<file path="src/rtl/traffic_lamp_driver_if.sv">
// Controller-side light codes in, lamp drive and fault status out.
interface traffic_lamp_driver_if;
    logic       tick;
    logic [1:0] ns_light;
    logic [1:0] ew_light;
    logic       fault_clr;
    logic [2:0] ns_lamp;
    logic [2:0] ew_lamp;
    logic       fault;
    logic [1:0] fault_code;

    modport master (
        output tick, ns_light, ew_light, fault_clr,
        input  ns_lamp, ew_lamp, fault, fault_code
    );

    modport slave (
        input  tick, ns_light, ew_light, fault_clr,
        output ns_lamp, ew_lamp, fault, fault_code
    );
endinterface

</file>
<file path="src/rtl/traffic_lamp_driver.sv">
// Safety lamp driver: registers the controller's light codes onto lamps and
// traps illegal, conflicting or badly sequenced codes into a flashing-red fault.
module traffic_lamp_driver #(
    parameter int unsigned MIN_YELLOW    = 2,
    parameter int unsigned STARTUP_TICKS = 3
) (
    input logic                  clk,
    input logic                  rst,
    traffic_lamp_driver_if.slave bus
);

    localparam logic [1:0] ST_STARTUP = 2'd0;
    localparam logic [1:0] ST_NORMAL  = 2'd1;
    localparam logic [1:0] ST_FAULT   = 2'd2;

    localparam logic [1:0] L_RED     = 2'b00;
    localparam logic [1:0] L_GREEN   = 2'b01;
    localparam logic [1:0] L_YELLOW  = 2'b10;
    localparam logic [1:0] L_ILLEGAL = 2'b11;

    localparam logic [2:0] LAMP_RED    = 3'b100;
    localparam logic [2:0] LAMP_YELLOW = 3'b010;
    localparam logic [2:0] LAMP_GREEN  = 3'b001;

    localparam logic [1:0] FC_NONE     = 2'b00;
    localparam logic [1:0] FC_ILLEGAL  = 2'b01;
    localparam logic [1:0] FC_CONFLICT = 2'b10;
    localparam logic [1:0] FC_SEQUENCE = 2'b11;

    localparam int unsigned   SU_W    = (STARTUP_TICKS > 1) ? $clog2(STARTUP_TICKS + 1) : 1;
    localparam logic [SU_W-1:0] SU_LOAD = SU_W'(STARTUP_TICKS);

    logic [1:0]      state;
    logic [SU_W-1:0] su_cnt;
    logic [1:0]      prev_ns;
    logic [1:0]      prev_ew;
    logic [3:0]      ycnt_ns;
    logic [3:0]      ycnt_ew;
    logic            flash;
    logic [2:0]      ns_lamp_q;
    logic [2:0]      ew_lamp_q;
    logic            fault_q;
    logic [1:0]      fault_code_q;

    logic            illegal;
    logic            conflict;
    logic            seq_err;
    logic [1:0]      det_code;
    logic            flash_next;
    logic            clear_ok;

    function automatic logic [2:0] lamp_decode(input logic [1:0] code);
        case (code)
            L_GREEN:  return LAMP_GREEN;
            L_YELLOW: return LAMP_YELLOW;
            default:  return LAMP_RED;
        endcase
    endfunction

    function automatic logic seq_bad(input logic [1:0] p, input logic [1:0] c,
                                     input logic [3:0] ycnt);
        logic short_yellow;
        short_yellow = ({28'd0, ycnt} < MIN_YELLOW);
        return ((p == L_GREEN)  && (c == L_RED))    ||
               ((p == L_YELLOW) && (c == L_GREEN))  ||
               ((p == L_RED)    && (c == L_YELLOW)) ||
               ((p == L_YELLOW) && (c == L_RED) && short_yellow);
    endfunction

    // Counts only ticks seen while yellow was already held in the previous
    // cycle, so ticks coinciding with entry or exit are never counted.
    function automatic logic [3:0] ycnt_next(input logic [1:0] p, input logic [1:0] c,
                                             input logic [3:0] ycnt, input logic tick);
        if (c != L_YELLOW)
            return ycnt;
        else if (p != L_YELLOW)
            return '0;
        else if (tick && (ycnt != 4'hF))
            return ycnt + 4'd1;
        else
            return ycnt;
    endfunction

    always_comb begin
        illegal    = (bus.ns_light == L_ILLEGAL) || (bus.ew_light == L_ILLEGAL);
        conflict   = (bus.ns_light != L_RED) && (bus.ew_light != L_RED);
        seq_err    = seq_bad(prev_ns, bus.ns_light, ycnt_ns) ||
                     seq_bad(prev_ew, bus.ew_light, ycnt_ew);
        det_code   = FC_NONE;
        if (illegal)
            det_code = FC_ILLEGAL;
        else if (conflict)
            det_code = FC_CONFLICT;
        else if (seq_err)
            det_code = FC_SEQUENCE;
        flash_next = bus.tick ? ~flash : flash;
        clear_ok   = bus.fault_clr && (bus.ns_light == L_RED) && (bus.ew_light == L_RED);
    end

    always_ff @(posedge clk) begin
        if (rst) begin
            state        <= ST_STARTUP;
            su_cnt       <= SU_LOAD;
            prev_ns      <= L_RED;
            prev_ew      <= L_RED;
            ycnt_ns      <= '0;
            ycnt_ew      <= '0;
            flash        <= 1'b1;
            ns_lamp_q    <= LAMP_RED;
            ew_lamp_q    <= LAMP_RED;
            fault_q      <= 1'b0;
            fault_code_q <= FC_NONE;
        end else begin
            prev_ns <= bus.ns_light;
            prev_ew <= bus.ew_light;
            ycnt_ns <= ycnt_next(prev_ns, bus.ns_light, ycnt_ns, bus.tick);
            ycnt_ew <= ycnt_next(prev_ew, bus.ew_light, ycnt_ew, bus.tick);

            case (state)
                ST_STARTUP: begin
                    ns_lamp_q <= LAMP_RED;
                    ew_lamp_q <= LAMP_RED;
                    if (bus.tick) begin
                        if (su_cnt <= SU_W'(1))
                            state <= ST_NORMAL;
                        else
                            su_cnt <= su_cnt - SU_W'(1);
                    end
                end

                ST_NORMAL: begin
                    // A detected fault blanks to red on the same edge, so the
                    // offending code is never decoded onto the lamps.
                    if (det_code != FC_NONE) begin
                        state        <= ST_FAULT;
                        fault_q      <= 1'b1;
                        fault_code_q <= det_code;
                        flash        <= 1'b1;
                        ns_lamp_q    <= LAMP_RED;
                        ew_lamp_q    <= LAMP_RED;
                    end else begin
                        ns_lamp_q <= lamp_decode(bus.ns_light);
                        ew_lamp_q <= lamp_decode(bus.ew_light);
                    end
                end

                ST_FAULT: begin
                    if (clear_ok) begin
                        state        <= ST_STARTUP;
                        su_cnt       <= SU_LOAD;
                        fault_q      <= 1'b0;
                        fault_code_q <= FC_NONE;
                        ns_lamp_q    <= LAMP_RED;
                        ew_lamp_q    <= LAMP_RED;
                    end else begin
                        flash     <= flash_next;
                        ns_lamp_q <= {flash_next, 2'b00};
                        ew_lamp_q <= {flash_next, 2'b00};
                    end
                end

                default: begin
                    state     <= ST_STARTUP;
                    su_cnt    <= SU_LOAD;
                    ns_lamp_q <= LAMP_RED;
                    ew_lamp_q <= LAMP_RED;
                end
            endcase
        end
    end

    assign bus.ns_lamp    = ns_lamp_q;
    assign bus.ew_lamp    = ew_lamp_q;
    assign bus.fault      = fault_q;
    assign bus.fault_code = fault_code_q;

endmodule
</file>
<file path="src/flat_wrapper.sv">
// flat-port wrapper written by rule: the top's interface ports become plain ports
module traffic_lamp_driver_flat 
#(
    parameter int unsigned MIN_YELLOW    = 2,
    parameter int unsigned STARTUP_TICKS = 3
)
  (clk, rst, bus_tick, bus_ns_light, bus_ew_light, bus_fault_clr, bus_ns_lamp, bus_ew_lamp, bus_fault, bus_fault_code);
  traffic_lamp_driver_if bus_i ();
  input logic clk;
  input logic rst;
  input wire logic [$bits(bus_i.tick)-1:0] bus_tick;
  input wire logic [$bits(bus_i.ns_light)-1:0] bus_ns_light;
  input wire logic [$bits(bus_i.ew_light)-1:0] bus_ew_light;
  input wire logic [$bits(bus_i.fault_clr)-1:0] bus_fault_clr;
  output wire logic [$bits(bus_i.ns_lamp)-1:0] bus_ns_lamp;
  output wire logic [$bits(bus_i.ew_lamp)-1:0] bus_ew_lamp;
  output wire logic [$bits(bus_i.fault)-1:0] bus_fault;
  output wire logic [$bits(bus_i.fault_code)-1:0] bus_fault_code;
  assign bus_i.tick = bus_tick;
  assign bus_i.ns_light = bus_ns_light;
  assign bus_i.ew_light = bus_ew_light;
  assign bus_i.fault_clr = bus_fault_clr;
  assign bus_ns_lamp = bus_i.ns_lamp;
  assign bus_ew_lamp = bus_i.ew_lamp;
  assign bus_fault = bus_i.fault;
  assign bus_fault_code = bus_i.fault_code;
  traffic_lamp_driver #(.MIN_YELLOW(MIN_YELLOW), .STARTUP_TICKS(STARTUP_TICKS)) u_core (.clk(clk), .rst(rst), .bus(bus_i));
endmodule
</file>
<file path="config.mk">
export PLATFORM = sky130hd
export DESIGN_NAME = traffic_lamp_driver_flat
export DESIGN_NICKNAME = d
export VERILOG_FILES = /design/src/rtl/traffic_lamp_driver_if.sv /design/src/rtl/traffic_lamp_driver.sv /design/src/flat_wrapper.sv
export SDC_FILE = /design/constraint.sdc
export NUM_CORES = 1
export LEC_CHECK = 0
export ABC_AREA = 0
export CAP_MARGIN = 10
export CORE_MARGIN = 2
export CORE_UTILIZATION = 59
export CTS_CLUSTER_SIZE = 25
export DETAILED_ROUTE_END_ITERATION = 8
export PLACE_DENSITY_LB_ADDON = 0.15
export SLEW_MARGIN = 20
export SYNTH_ARGS = -nofsm -noshare
export SYNTH_HDL_FRONTEND = slang
export SYNTH_SLANG_ARGS = --single-unit
</file>
<file path="constraint.sdc">
create_clock -name clk -period 5.51 [get_ports clk]
set_clock_uncertainty 0.1 [all_clocks]
set_input_delay 1.102 -clock clk [delete_from_list [all_inputs] [get_ports clk]]
set_output_delay 1.102 -clock clk [all_outputs]
set_load 0.01 [all_outputs]
</file>
==> impl_metrics.sql, run 1 <==
INSERT INTO impl_metrics (metric_group, metric, value, unit) VALUES
('floorplan', 'floorplan.die.height', '53.5', 'um'),
('timing', 'fin_crit', '3.16', 'ns'),
('min_path', 'hold-path-endpoint', 'u_core.bus.fault_code[0]', ''),
('worst_setup_path', 'path_max_fanout', '10', ''),
('synth', 'netlist-cell-type-count', '45', ''),
('worst_setup_path', 'cp.arrival', '3.33', 'ns'),
('global_route', 'grt-ovfl-total', '0', ''),
('floorplan', 'starting_density_of_the_core', '64.0', '%'),
('min_path', 'worst_hold_path_type', 'flip-flop to flip-flop', ''),
('cells_and_area', 'fraction_of_final_layout_cells_with_drive_strength_greater_than_1', '6.29', '%'),
('run_status', 'run_status', 'finished clean', ''),
('cts', 'clkTransAtPathRegs', '0.14', 'ns'),
('timing', 'hold_slack', '0.378', 'ns'),
('synth', 'syn_area', '1440', 'sq um'),
('global_route', 'initial_antenna_violation_count', '0', ''),
('timing', 'share_of_the_clock_period_used_by_the_worst_path_after_layout', '57.3', '%'),
('worst_setup_path', 'crit_chain', 'clkdlybuf4s50_1, inv_1, ha_1, mux2i_1, o2bb2ai_1, nor4b_4, and3_4, o221a_1', ''),
('cts', 'hold_buffers', '0', ''),
('routing', 'drt-initial-drc-count', '25', ''),
('timing', 'final_hold_viol_count', '0', ''),
('worst_setup_path', 'end_kind', 'flip-flop', ''),
('worst_setup_path', 'cp_slowest_stage_delay', '0.58', 'ns'),
('power', 'power.share.switching', '32.8', '%'),
('routing', 'first_pass_iteration_count_of_the_detailed_router', '4', ''),
('power', 'p_sw', '158', 'uW'),
('min_path', 'worst_hold_startpoint', 'u_core.bus.fault_code[0]', ''),
('global_route', 'grt_max_degree', '15', ''),
('worst_setup_path', 'regToRegEndpoint', 'u_core.bus.fault_code[1]', ''),
('floorplan', 'boundaryPins', '17', ''),
('power', 'p_int', '324', 'uW'),
('worst_setup_path', 'worst_path_max_delay_cell', 'sky130_fd_sc_hd__nor4b_4', ''),
('place', 'detailed_place_hpwl', '2220', 'um'),
('cts', 'cts-htree-levels', '1', ''),
('power', 'power.share.clock', '20.2', '%'),
('cts', 'cts_buffer_depth', '2', ''),
('floorplan', 'core_region_area', '2250', 'sq um'),
('synth', 'synth_area_leader_cell', 'sky130_fd_sc_hd__dfxtp_1', ''),
('timing', 'tightestPinTransition', '0.556', 'ns'),
('timing', 'report.final.setup_viol', '0', ''),
('power', 'p_seq_share', '45.8', '%'),
('power', 'p_leak', '0.000680', 'uW'),
('place', 'numPortBuffers', '16', ''),
('timing', 'maxClockFrequency', '317', 'MHz'),
('worst_setup_path', 'setup.worst_path.start_class', 'input port', ''),
('worst_setup_path', 'timing.reg2reg.setup_slack', '3.50', 'ns'),
('min_path', 'min_path_cells', '2', ''),
('routing', 'drt_drc_violations_left', '0', ''),
('power', 'powerDensity', '291', 'nW/um^2'),
('cells_and_area', 'finalNetCount', '200', ''),
('global_route', 'globalRouteTotalUtil', '23.6', '%'),
('timing', 'final_max_slew_viol_count', '0', ''),
('routing', 'drt_wl_total', '2950', 'um'),
('cts', 'cts_root_buffer', 'sky130_fd_sc_hd__clkbuf_4', ''),
('cells_and_area', 'finalInstanceArea', '1660', 'sq um'),
('synth', 'postSynthCellCount', '159', ''),
('power', 'combPwrFrac', '34.0', '%'),
('synth', 'yosysTopAreaCellShare', '36.1', '%'),
('cts', 'cts_tree', 'yes', ''),
('routing', 'drtAntennaViolNets', '0', ''),
('cells_and_area', 'layout-area-overhead-vs-synth', '15.0', '%'),
('synth', 'synth_flop_cell', 'sky130_fd_sc_hd__dfxtp_1', ''),
('cts', 'post_cts.repair.setup_buffers', '0', ''),
('floorplan', 'die-width', '53.5', 'um'),
('timing', 'rsz0062_at_grt', 'no', ''),
('synth', 'syn_nets', '183', ''),
('place', 'postPlaceCellArea', '1620', 'sq um'),
('synth', 'synth_sequential_area_ratio', '36.1', '%'),
('global_route', 'grt_pass1_vias', '1100', ''),
('worst_setup_path', 'path_type_of_the_worst_setup_path', 'input port to flip-flop', ''),
('synth', 'synth_area_leaders', 'sky130_fd_sc_hd__dfxtp_1 (36%), sky130_fd_sc_hd__ha_1 (14%), sky130_fd_sc_hd__nand2_1 (4.7%)', ''),
('timing', 'relSlewSlack', '62.8', '%');
==> state kept, by name, indices dropped and copies added (netlist names) <==
register and cells:
u_core.ycnt_ew 4, u_core.su_cnt 2, u_core.prev_ns 2, u_core.bus.ns_lamp 3
u_core.flash 1, u_core.bus.fault 1, u_core.prev_ew 2, u_core.bus.ew_lamp 3
u_core.ycnt_ns 4, u_core.state 2, u_core.bus.fault_code 2
==> placed cells by master (no fill, tap or decap), drive strengths merged, types with 2 or more instances in the layout <==
cell type / n
dfxtp: 26
ha: 16
a21o: 2
xor2: 4
nand4: 3
a31oi: 5
xnor2: 2
inv: 11
nor2: 13
nor2b: 2
a311oi: 2
nand2: 18
or3: 2
o2bb2ai: 2
clkdlybuf4s50: 16
mux2i: 3
nand2b: 2
nor4b: 2
o21ai: 4
clkbuf: 4
a21oi: 6
and3: 6
a211oi: 3
nand3: 4
==> logic make-up (layout without fill, tap and decap cells) <==
logic type / Yosys count / after routing / synth area share [%]
XOR/XNOR: 6 / 6 / 3.64
flip-flops: 26 / 26 / 36.1
adder cells (fa/ha/maj): 16 / 16 / 13.9
multiplexers: 3 / 3 / 2.08
AO/OA/AOI/OAI: 30 / 30 / 16.0
AND/OR/NAND/NOR: 62 / 62 / 24.2
buffers and inverters: 16 / 32 / 4.16
==> how the worst max path moves through the flow <==
| stage | start | endpoint | slack, ns | cells past startpoint |
|---|---|---|---|---|
| finish | bus_ew_light[0] | u_core.state[0] | 2.35 | 8 |
| CTS | bus_ew_light[0] | u_core.state[0] | 2.39 | 8 |
| floorplan | bus_ns_light[0] | u_core.state[0] | 2.71 | 7 |
| global route | bus_ew_light[0] | u_core.bus.fault | 2.15 | 8 |
| detailed placement | bus_ew_light[0] | u_core.state[0] | 2.05 | 8 |
| global placement | bus_ew_light[0] | u_core.bus.fault | 2.11 | 8 |
==> worst max-delay path, delay by kind of cell <==
kind | cells | cell delay, ns
adders and majority gates | 1 | 0.26
muxes | 1 | 0.15
AOI/OAI and AO/OA | 2 | 0.32
and+or+nand+nor | 2 | 0.88
buffers and inverters | 2 | 0.62
==> layer usage <==
metal / global-route usage [%] / vias up / part of all wire, %
met4: 8.12 / 0 / 0.81
met1: 30.1 / 564 / 47
li1: - / 592 / -
met3: 3.95 / 6 / 5.0
met2: 39.5 / 38 / 48
met5: 0 / - / 0
==> Yosys cell counts (all sizes together) (2+ instances only) <==
| library cell | n |
|---|---|
| xnor2 | 2 |
| inv | 11 |
| clkbuf | 3 |
| nand2 | 18 |
| and3 | 6 |
| a31oi | 5 |
| or3 | 2 |
| nand3 | 4 |
| nand4 | 3 |
| xor2 | 4 |
| a211oi | 3 |
| dfxtp | 26 |
| o21ai | 4 |
| a21o | 2 |
| nor2b | 2 |
| a21oi | 6 |
| nor2 | 13 |
| nand2b | 2 |
| ha | 16 |
| o2bb2ai | 2 |
| mux2i | 3 |
| nor4b | 2 |
| a311oi | 2 |
==> area by class of cell <==
class / instances / area, sq um
Multi-Input combinational cell: 117 / 862
Fill cell: 168 / 596
Sequential cell: 26 / 520
Timing Repair Buffer: 16 / 160
Inverter: 12 / 45.0
Clock buffer: 4 / 36.3
Tap cell: 28 / 35.0
==> power groups by stage <==
stage          clock (uW)  sequential [uW]  combinational (uW)
2_1_floorplan           0              227                 108
3_3_place_gp            0              224                 154
3_5_place_dp            0              225                 161
4_1_cts              97.9              221                 162
5_1_grt               107              223                 185
6_report             97.5              221                 164
==> metrics by stage <==
stage | instances | utilization (%) | setup slack, ns | power (uW)
after floorplan | 159 | - | 2.71 | 334
after global placement | 199 | 72.0 | 2.11 | 377
after detailed placement | 199 | 72.0 | 2.05 | 385
after CTS | 203 | 73.6 | 2.39 | 480
after global routing | 203 | 73.6 | 2.15 | 514
final | 203 | 73.6 | 2.35 | 482
No activity file was read; power rests on OpenSTA's default activity.
==> run 2, diff against run 1 <==
--- a/config.mk
+++ b/config.mk
@@ -8,7 +8,7 @@
 export ABC_AREA = 0
 export CAP_MARGIN = 10
 export CORE_MARGIN = 2
-export CORE_UTILIZATION = 59
+export CORE_UTILIZATION = 49
 export CTS_CLUSTER_SIZE = 25
 export DETAILED_ROUTE_END_ITERATION = 8
 export PLACE_DENSITY_LB_ADDON = 0.15
==> constraint.sdc (replaced) <==
create_clock -name clk -period 2.7 [get_ports clk]
set_clock_uncertainty 0.1 [all_clocks]
set_input_delay 0.54 -clock clk [delete_from_list [all_inputs] [get_ports clk]]
set_output_delay 0.54 -clock clk [all_outputs]
set_load 0.01 [all_outputs]
==> impl_metrics.sql, run 2 (same netlist as run 1, synthesis figures left out) <==
INSERT INTO impl_metrics (metric_group, metric, value, unit) VALUES
('floorplan', 'num_rows', '19', ''),
('cts', 'post_cts.repair.setup_buffers', '0', ''),
('timing', 'setup_total_negative_slack', '0', 'ns'),
('power', 'peak_vdd_ir', '0.000500', 'V'),
('worst_setup_path', 'cp.arrival', '2.66', 'ns'),
('global_route', 'grt-ovfl-total', '0', ''),
('run_status', 'run_status', 'finished clean', ''),
('global_route', 'grt_pass1_vias', '1228', ''),
('place', 'detailed_place_hpwl', '2360', 'um'),
('cells_and_area', 'finalNetCount', '213', ''),
('timing', 'tightestPinTransition', '0.559', 'ns'),
('cts', 'tritoncts.num_buffers', '3', ''),
('cells_and_area', 'fraction_of_final_layout_cells_with_drive_strength_greater_than_1', '12.8', '%'),
('worst_setup_path', 'path_max_fanout', '10', ''),
('cells_and_area', 'regArea', '520', 'sq um'),
('cells_and_area', 'layout-area-overhead-vs-synth', '22.0', '%'),
('timing', 'rsz0062_at_grt', 'no', ''),
('cells_and_area', 'fillCellCount', '250', ''),
('min_path', 'worst_hold_path_type', 'flip-flop to flip-flop', ''),
('routing', 'drtAntennaViolNets', '0', ''),
('floorplan', 'die-width', '58.3', 'um'),
('timing', 'report.final.setup_viol', '0', ''),
('cts', 'hold_buffers', '0', ''),
('cts', 'cts_root_buffer', 'sky130_fd_sc_hd__clkbuf_4', ''),
('timing', 'maxClockFrequency', '403', 'MHz'),
('power', 'combPwrFrac', '34.7', '%'),
('cells_and_area', 'instances_no_fill', '219', ''),
('power', 'p_int', '672', 'uW'),
('routing', 'via_per_inst', '5.70', ''),
('worst_setup_path', 'timing.reg2reg.setup_slack', '0.71', 'ns'),
('power', 'power.share.clock', '20.2', '%'),
('global_route', 'busiest_layer', 'met2', ''),
('place', 'preCtsSetupSlack', '-0.119', 'ns'),
('place', 'numPortBuffers', '16', ''),
('worst_setup_path', 'cp_slowest_stage_delay', '0.58', 'ns'),
('global_route', 'grt_pass1_wl', '5510', 'um'),
('power', 'report.power.total', '999', 'uW'),
('timing', 'fin_crit', '2.48', 'ns'),
('worst_setup_path', 'path_type_of_the_worst_setup_path', 'input port to flip-flop', ''),
('cts', 'clock_sinks', '26', ''),
('global_route', 'globalRouteTotalUtil', '20.7', '%'),
('floorplan', 'design.die.area', '3390', 'sq um'),
('power', 'p_seq_share', '45.1', '%'),
('cells_and_area', 'mostFrequentLayoutCells', 'sky130_fd_sc_hd__dfxtp_1 (26), sky130_fd_sc_hd__nand2_1 (18), sky130_fd_sc_hd__ha_1 (16), sky130_fd_sc_hd__clkdlybuf4s50_1 (16)', ''),
('timing', 'share_of_the_clock_period_used_by_the_worst_path_after_layout', '91.9', '%'),
('floorplan', 'floorplan.die.height', '58.3', 'um'),
('power', 'p_sw', '327', 'uW'),
('timing', 'final_worst_setup_slack', '0.220', 'ns'),
('power', 'p_leak', '0.000743', 'uW'),
('worst_setup_path', 'worst_path_max_delay_cell', 'sky130_fd_sc_hd__nor4b_4', ''),
('cells_and_area', 'post-route-util', '63.3', '%'),
('timing', 'relSlewSlack', '62.6', '%'),
('worst_setup_path', 'critPathRequiredTime', '2.88', 'ns'),
('routing', 'first_pass_iteration_count_of_the_detailed_router', '4', ''),
('worst_setup_path', 'critPathBufInv', '2', ''),
('floorplan', 'starting_density_of_the_core', '51.9', '%'),
('cells_and_area', 'layout.cells.most_common', 'sky130_fd_sc_hd__dfxtp_1', ''),
('worst_setup_path', 'end_kind', 'flip-flop', ''),
('power', 'powerDensity', '567', 'nW/um^2'),
('place', 'placed_cells_incl_taps', '215', ''),
('routing', 'wl_per_cell', '14.2', 'um'),
('worst_setup_path', 'crit_chain', 'clkdlybuf4s50_1, inv_1, ha_1, mux2i_1, o2bb2ai_1, nor4b_4, and3_4, o221a_1', ''),
('routing', 'drt_drc_violations_left', '0', ''),
('cts', 'cts_buffer_depth', '2', ''),
('cts', 'cts-htree-levels', '1', ''),
('cts', 'clk_latency', '0.32', 'ns'),
('timing', 'final_hold_viol_count', '0', ''),
('cts', 'cts_resized', '0', ''),
('global_route', 'grt.met2_usage', '34.7', '%'),
('cells_and_area', 'n_antenna_cell', '0', ''),
('global_route', 'grt_max_degree', '15', ''),
('floorplan', 'core_region_area', '2780', 'sq um'),
('global_route', 'globalRouteMet1Util', '27.2', '%'),
('cells_and_area', 'reg_top3', 'u_core.ycnt_ew x4, u_core.ycnt_ns x4', ''),
('power', 'power.share.switching', '32.7', '%'),
('run', 'max_cap_viol_count', '0', ''),
('floorplan', 'boundaryPins', '17', ''),
('global_route', 'met3_capacity_usage_during_global_routing', '3.13', '%'),
('cts', 'cts_tree', 'yes', ''),
('routing', 'drt_wl_total', '3110', 'um'),
('routing', 'detailroute.via_count', '1249', ''),
('global_route', 'initial_antenna_violation_count', '0', ''),
('timing', 'final_max_slew_viol_count', '0', ''),
('routing', 'drt-initial-drc-count', '22', ''),
('cells_and_area', 'footprint_of_the_multi_input_gates', '862', 'sq um'),
('worst_setup_path', 'critical_path.top_delay_family', 'simple AND/OR/NAND/NOR gates', ''),
('cts', 'clkTransAtPathRegs', '0.14', 'ns'),
('worst_setup_path', 'setup.worst_path.start_class', 'input port', ''),
('place', 'place_congestion', '0.818', '');
==> run 2: power by group through the flow <==
stage / combinational (uW) / sequential, uW / clock [uW]
finish: 347 / 450 / 202
global route: 385 / 456 / 224
CTS: 344 / 450 / 204
detailed placement: 341 / 459 / 0
global placement: 330 / 457 / 0
floorplan: 220 / 463 / 0
==> run 2: final timing paths <==
| check | start | endpoint | depth (start not counted) |
|---|---|---|---|
| max | bus_ew_light[0] | u_core.state[0] | 8 |
| min | u_core.bus.fault | u_core.bus.fault | 2 |
| max reg2reg | u_core.state[0] | u_core.bus.fault_code[1] | 6 |
| min reg2reg | u_core.bus.fault | u_core.bus.fault | 2 |
==> run 2: metal layers <==
layer	share of wire, %	routed length, um
met1	49	1510
met2	47	1450
met3	3.2	99
met4	1.5	46
met5	0	0
==> run 2: cell type report <==
| class | instances | area share [%] |
|---|---|---|
| Sequential cell | 26 | 29.6 |
| Clock buffer | 4 | 2.06 |
| Inverter | 12 | 2.56 |
| Multi-Input combinational cell | 117 | 49.0 |
| Tap cell | 31 | 2.20 |
| Timing Repair Buffer | 29 | 14.6 |
==> run 2: per-stage QoR <==
stage / instance area [sq um] / hold slack (ns)
2_1_floorplan: 1440 / 0.351
3_3_place_gp: 1720 / 0.365
3_5_place_dp: 1720 / 0.366
4_1_cts: 1760 / 0.385
5_1_grt: 1760 / 0.400
6_report: 1760 / 0.386
==> run 2: worst reg2reg max path: stages, from the launching register on <==
cell and delay [ns]:
sky130_fd_sc_hd__dfxtp_1 0.43, sky130_fd_sc_hd__inv_1 0.08, sky130_fd_sc_hd__ha_1 0.33, sky130_fd_sc_hd__inv_1 0.09
sky130_fd_sc_hd__or3_1 0.44, sky130_fd_sc_hd__a2111oi_2 0.33, sky130_fd_sc_hd__o21bai_1 0.14
==> run 3, diff against run 2 <==
--- a/config.mk
+++ b/config.mk
@@ -7,8 +7,10 @@
 export LEC_CHECK = 0
 export ABC_AREA = 0
 export CAP_MARGIN = 10
+export CELL_PAD_IN_SITES_DETAIL_PLACEMENT = 1
+export CELL_PAD_IN_SITES_GLOBAL_PLACEMENT = 1
 export CORE_MARGIN = 2
-export CORE_UTILIZATION = 49
+export CORE_UTILIZATION = 38
 export CTS_CLUSTER_SIZE = 25
 export DETAILED_ROUTE_END_ITERATION = 8
 export PLACE_DENSITY_LB_ADDON = 0.15
==> impl_metrics.sql, run 3 (same netlist as run 1, synthesis figures left out) <==
INSERT INTO impl_metrics (metric_group, metric, value, unit) VALUES
('worst_setup_path', 'ff2ff_path_depth', '6', ''),
('floorplan', 'starting_density_of_the_core', '39.4', '%'),
('place', 'place_congestion', '0.765', ''),
('worst_setup_path', 'regToRegEndpoint', 'u_core.bus.fault_code[1]', ''),
('timing', 'final_hold_viol_count', '0', ''),
('cts', 'cts-htree-levels', '1', ''),
('power', 'p_leak', '0.000780', 'uW'),
('floorplan', 'die-width', '65.6', 'um'),
('floorplan', 'design.die.area', '4310', 'sq um'),
('timing', 'tightestPinTransition', '0.480', 'ns'),
('routing', 'detailroute.via_count', '1232', ''),
('power', 'p_int', '794', 'uW'),
('cts', 'cts_tree', 'yes', ''),
('routing', 'drt-initial-drc-count', '62', ''),
('run', 'max_cap_viol_count', '0', ''),
('place', 'detailed_place_hpwl', '2860', 'um'),
('routing', 'drt_wl_total', '3600', 'um'),
('global_route', 'grt_pass1_wl', '6330', 'um'),
('run_status', 'run_status', 'finished clean', ''),
('global_route', 'globalRouteTotalUtil', '19.2', '%'),
('cts', 'cts_buffer_depth', '2', ''),
('cts', 'cts_root_buffer', 'sky130_fd_sc_hd__clkbuf_8', ''),
('timing', 'share_of_the_clock_period_used_by_the_worst_path_after_layout', '97.0', '%'),
('power', 'power.share.clock', '28.7', '%'),
('floorplan', 'num_rows', '22', ''),
('worst_setup_path', 'path_max_fanout', '10', ''),
('routing', 'wl_per_cell', '14.9', 'um'),
('power', 'power.share.switching', '30.0', '%'),
('cells_and_area', 'reg_top3', 'u_core.ycnt_ew x4, u_core.ycnt_ns x4', ''),
('cells_and_area', 'mostFrequentLayoutCells', 'sky130_fd_sc_hd__dfxtp_1 (26), sky130_fd_sc_hd__nand2_1 (18), sky130_fd_sc_hd__buf_4 (18), sky130_fd_sc_hd__ha_1 (16), sky130_fd_sc_hd__clkdlybuf4s50_1 (16)', ''),
('timing', 'relSlewSlack', '67.9', '%'),
('cells_and_area', 'layout-area-overhead-vs-synth', '28.9', '%'),
('power', 'combPwrFrac', '31.4', '%'),
('timing', 'final_max_slew_viol_count', '0', ''),
('worst_setup_path', 'r2r-start', 'u_core.state[0]', ''),
('floorplan', 'core_region_area', '3660', 'sq um'),
('routing', 'first_pass_iteration_count_of_the_detailed_router', '4', ''),
('timing', 'maxClockFrequency', '382', 'MHz'),
('power', 'report.power.total', '1130', 'uW'),
('power', 'powerDensity', '610', 'nW/um^2'),
('cells_and_area', 'post-route-util', '50.8', '%'),
('cells_and_area', 'finalNetCount', '218', ''),
('timing', 'hold_slack', '0.387', 'ns'),
('cts', 'hold_buffers', '0', ''),
('timing', 'fin_crit', '2.62', 'ns'),
('cts', 'clkTransAtPathRegs', '0.09', 'ns'),
('global_route', 'grt-ovfl-total', '0', ''),
('cells_and_area', 'fillCellCount', '435', ''),
('worst_setup_path', 'timing.reg2reg.setup_slack', '0.58', 'ns'),
('cts', 'tritoncts.num_buffers', '3', ''),
('cts', 'clk_latency', '0.28', 'ns'),
('routing', 'drtAntennaViolNets', '0', ''),
('power', 'p_seq_share', '39.9', '%'),
('cells_and_area', 'footprint_of_the_multi_input_gates', '867', 'sq um'),
('power', 'peak_vdd_ir', '0.000401', 'V'),
('worst_setup_path', 'end_kind', 'flip-flop', ''),
('global_route', 'grt_pass1_vias', '1318', ''),
('worst_setup_path', 'worstSetupStartpoint', 'bus_ns_light[0]', ''),
('place', 'numPortBuffers', '16', ''),
('routing', 'drt_drc_violations_left', '0', ''),
('min_path', 'worst_hold_path_type', 'flip-flop to flip-flop', ''),
('worst_setup_path', 'setup.worst_path.start_class', 'input port', ''),
('floorplan', 'floorplan.die.height', '65.6', 'um'),
('timing', 'report.final.setup_viol', '0', ''),
('worst_setup_path', 'worstSetupEndpoint', 'u_core.bus.fault_code[0]', ''),
('worst_setup_path', 'path_type_of_the_worst_setup_path', 'input port to flip-flop', ''),
('cells_and_area', 'fraction_of_final_layout_cells_with_drive_strength_greater_than_1', '15.5', '%'),
('power', 'p_sw', '341', 'uW'),
('floorplan', 'boundaryPins', '17', ''),
('global_route', 'grt_max_degree', '16', ''),
('cells_and_area', 'regArea', '520', 'sq um'),
('worst_setup_path', 'critPathRequiredTime', '2.76', 'ns'),
('cells_and_area', 'layout.cells.most_common', 'sky130_fd_sc_hd__dfxtp_1', ''),
('routing', 'via_per_inst', '5.11', ''),
('worst_setup_path', 'cp.arrival', '2.68', 'ns'),
('cts', 'clock_sinks', '26', ''),
('global_route', 'initial_antenna_violation_count', '0', ''),
('cells_and_area', 'n_antenna_cell', '0', '');
==> run 3: critical path, cell delays in order <==
cell and delay (ns):
sky130_fd_sc_hd__clkdlybuf4s50_1 0.43, sky130_fd_sc_hd__inv_1 0.12, sky130_fd_sc_hd__ha_1 0.21, sky130_fd_sc_hd__or4b_4 0.49, sky130_fd_sc_hd__a21oi_4 0.20, sky130_fd_sc_hd__nor4b_4 0.06
sky130_fd_sc_hd__buf_4 0.18, sky130_fd_sc_hd__a311oi_2 0.31, sky130_fd_sc_hd__o21ai_0 0.14
==> run 3: power groups by stage <==
stage,registers [uW],clock network [uW],logic [uW]
2_1_floorplan,463,0,220
5_1_grt,459,351,401
6_report,452,326,356
4_1_cts,454,337,354
3_3_place_gp,458,0,339
3_5_place_dp,462,0,351
==> run 3: what timing repair did <==
action / 4_1_cts / 5_1_grt
setup endpoints to repair: 0 / 8
setup buffers: 0 / 1
gates resized for setup: 0 / 1
==> run 3: worst min-delay path by stage <==
stage | start | endpoint | slack, ns | cells past startpoint
floorplan | u_core.state[1] | u_core.state[1] | 0.35 | 2
global placement | u_core.bus.fault_code[0] | u_core.bus.fault_code[0] | 0.35 | 2
detailed placement | u_core.bus.fault_code[0] | u_core.bus.fault_code[0] | 0.37 | 2
CTS | u_core.bus.fault_code[0] | u_core.bus.fault_code[0] | 0.38 | 2
global route | u_core.state[1] | u_core.state[1] | 0.41 | 2
finish | u_core.bus.fault_code[0] | u_core.bus.fault_code[0] | 0.39 | 2
==> run 3: layout make-up <==
cell class              instances  share of cell area, %
clock inverters                 1                   1.62
flip-flops and latches         26                   28.0
repair buffers                 34                   15.9
inverters                      12                   2.42
clock buffers                   3                   2.22
multi-input cells             117                   46.6
well taps                      48                   3.23
==> run 3: through the flow <==
| step | worst slack (ns) | cell area, sq um | TNS (ns) | instances |
|---|---|---|---|---|
| 2_1_floorplan | 0.465 | 1440 | 0 | 159 |
| 3_3_place_gp | -0.0704 | 1780 | -0.418 | 236 |
| 3_5_place_dp | -0.158 | 1780 | -1.40 | 236 |
| 4_1_cts | 0.139 | 1850 | 0 | 240 |
| 5_1_grt | -0.00205 | 1860 | -0.00205 | 241 |
| 6_report | 0.0813 | 1860 | 0 | 241 |
==> run 3: layer usage <==
| metal | up-vias | wire [um] | GRT usage (%) |
|---|---|---|---|
| li1 | 627 | - | - |
| met4 | 0 | 17 | 3.65 |
| met2 | 24 | 1770 | 34.7 |
| met5 | - | 0 | 0 |
| met3 | 3 | 145 | 3.94 |
| met1 | 578 | 1670 | 23.7 |
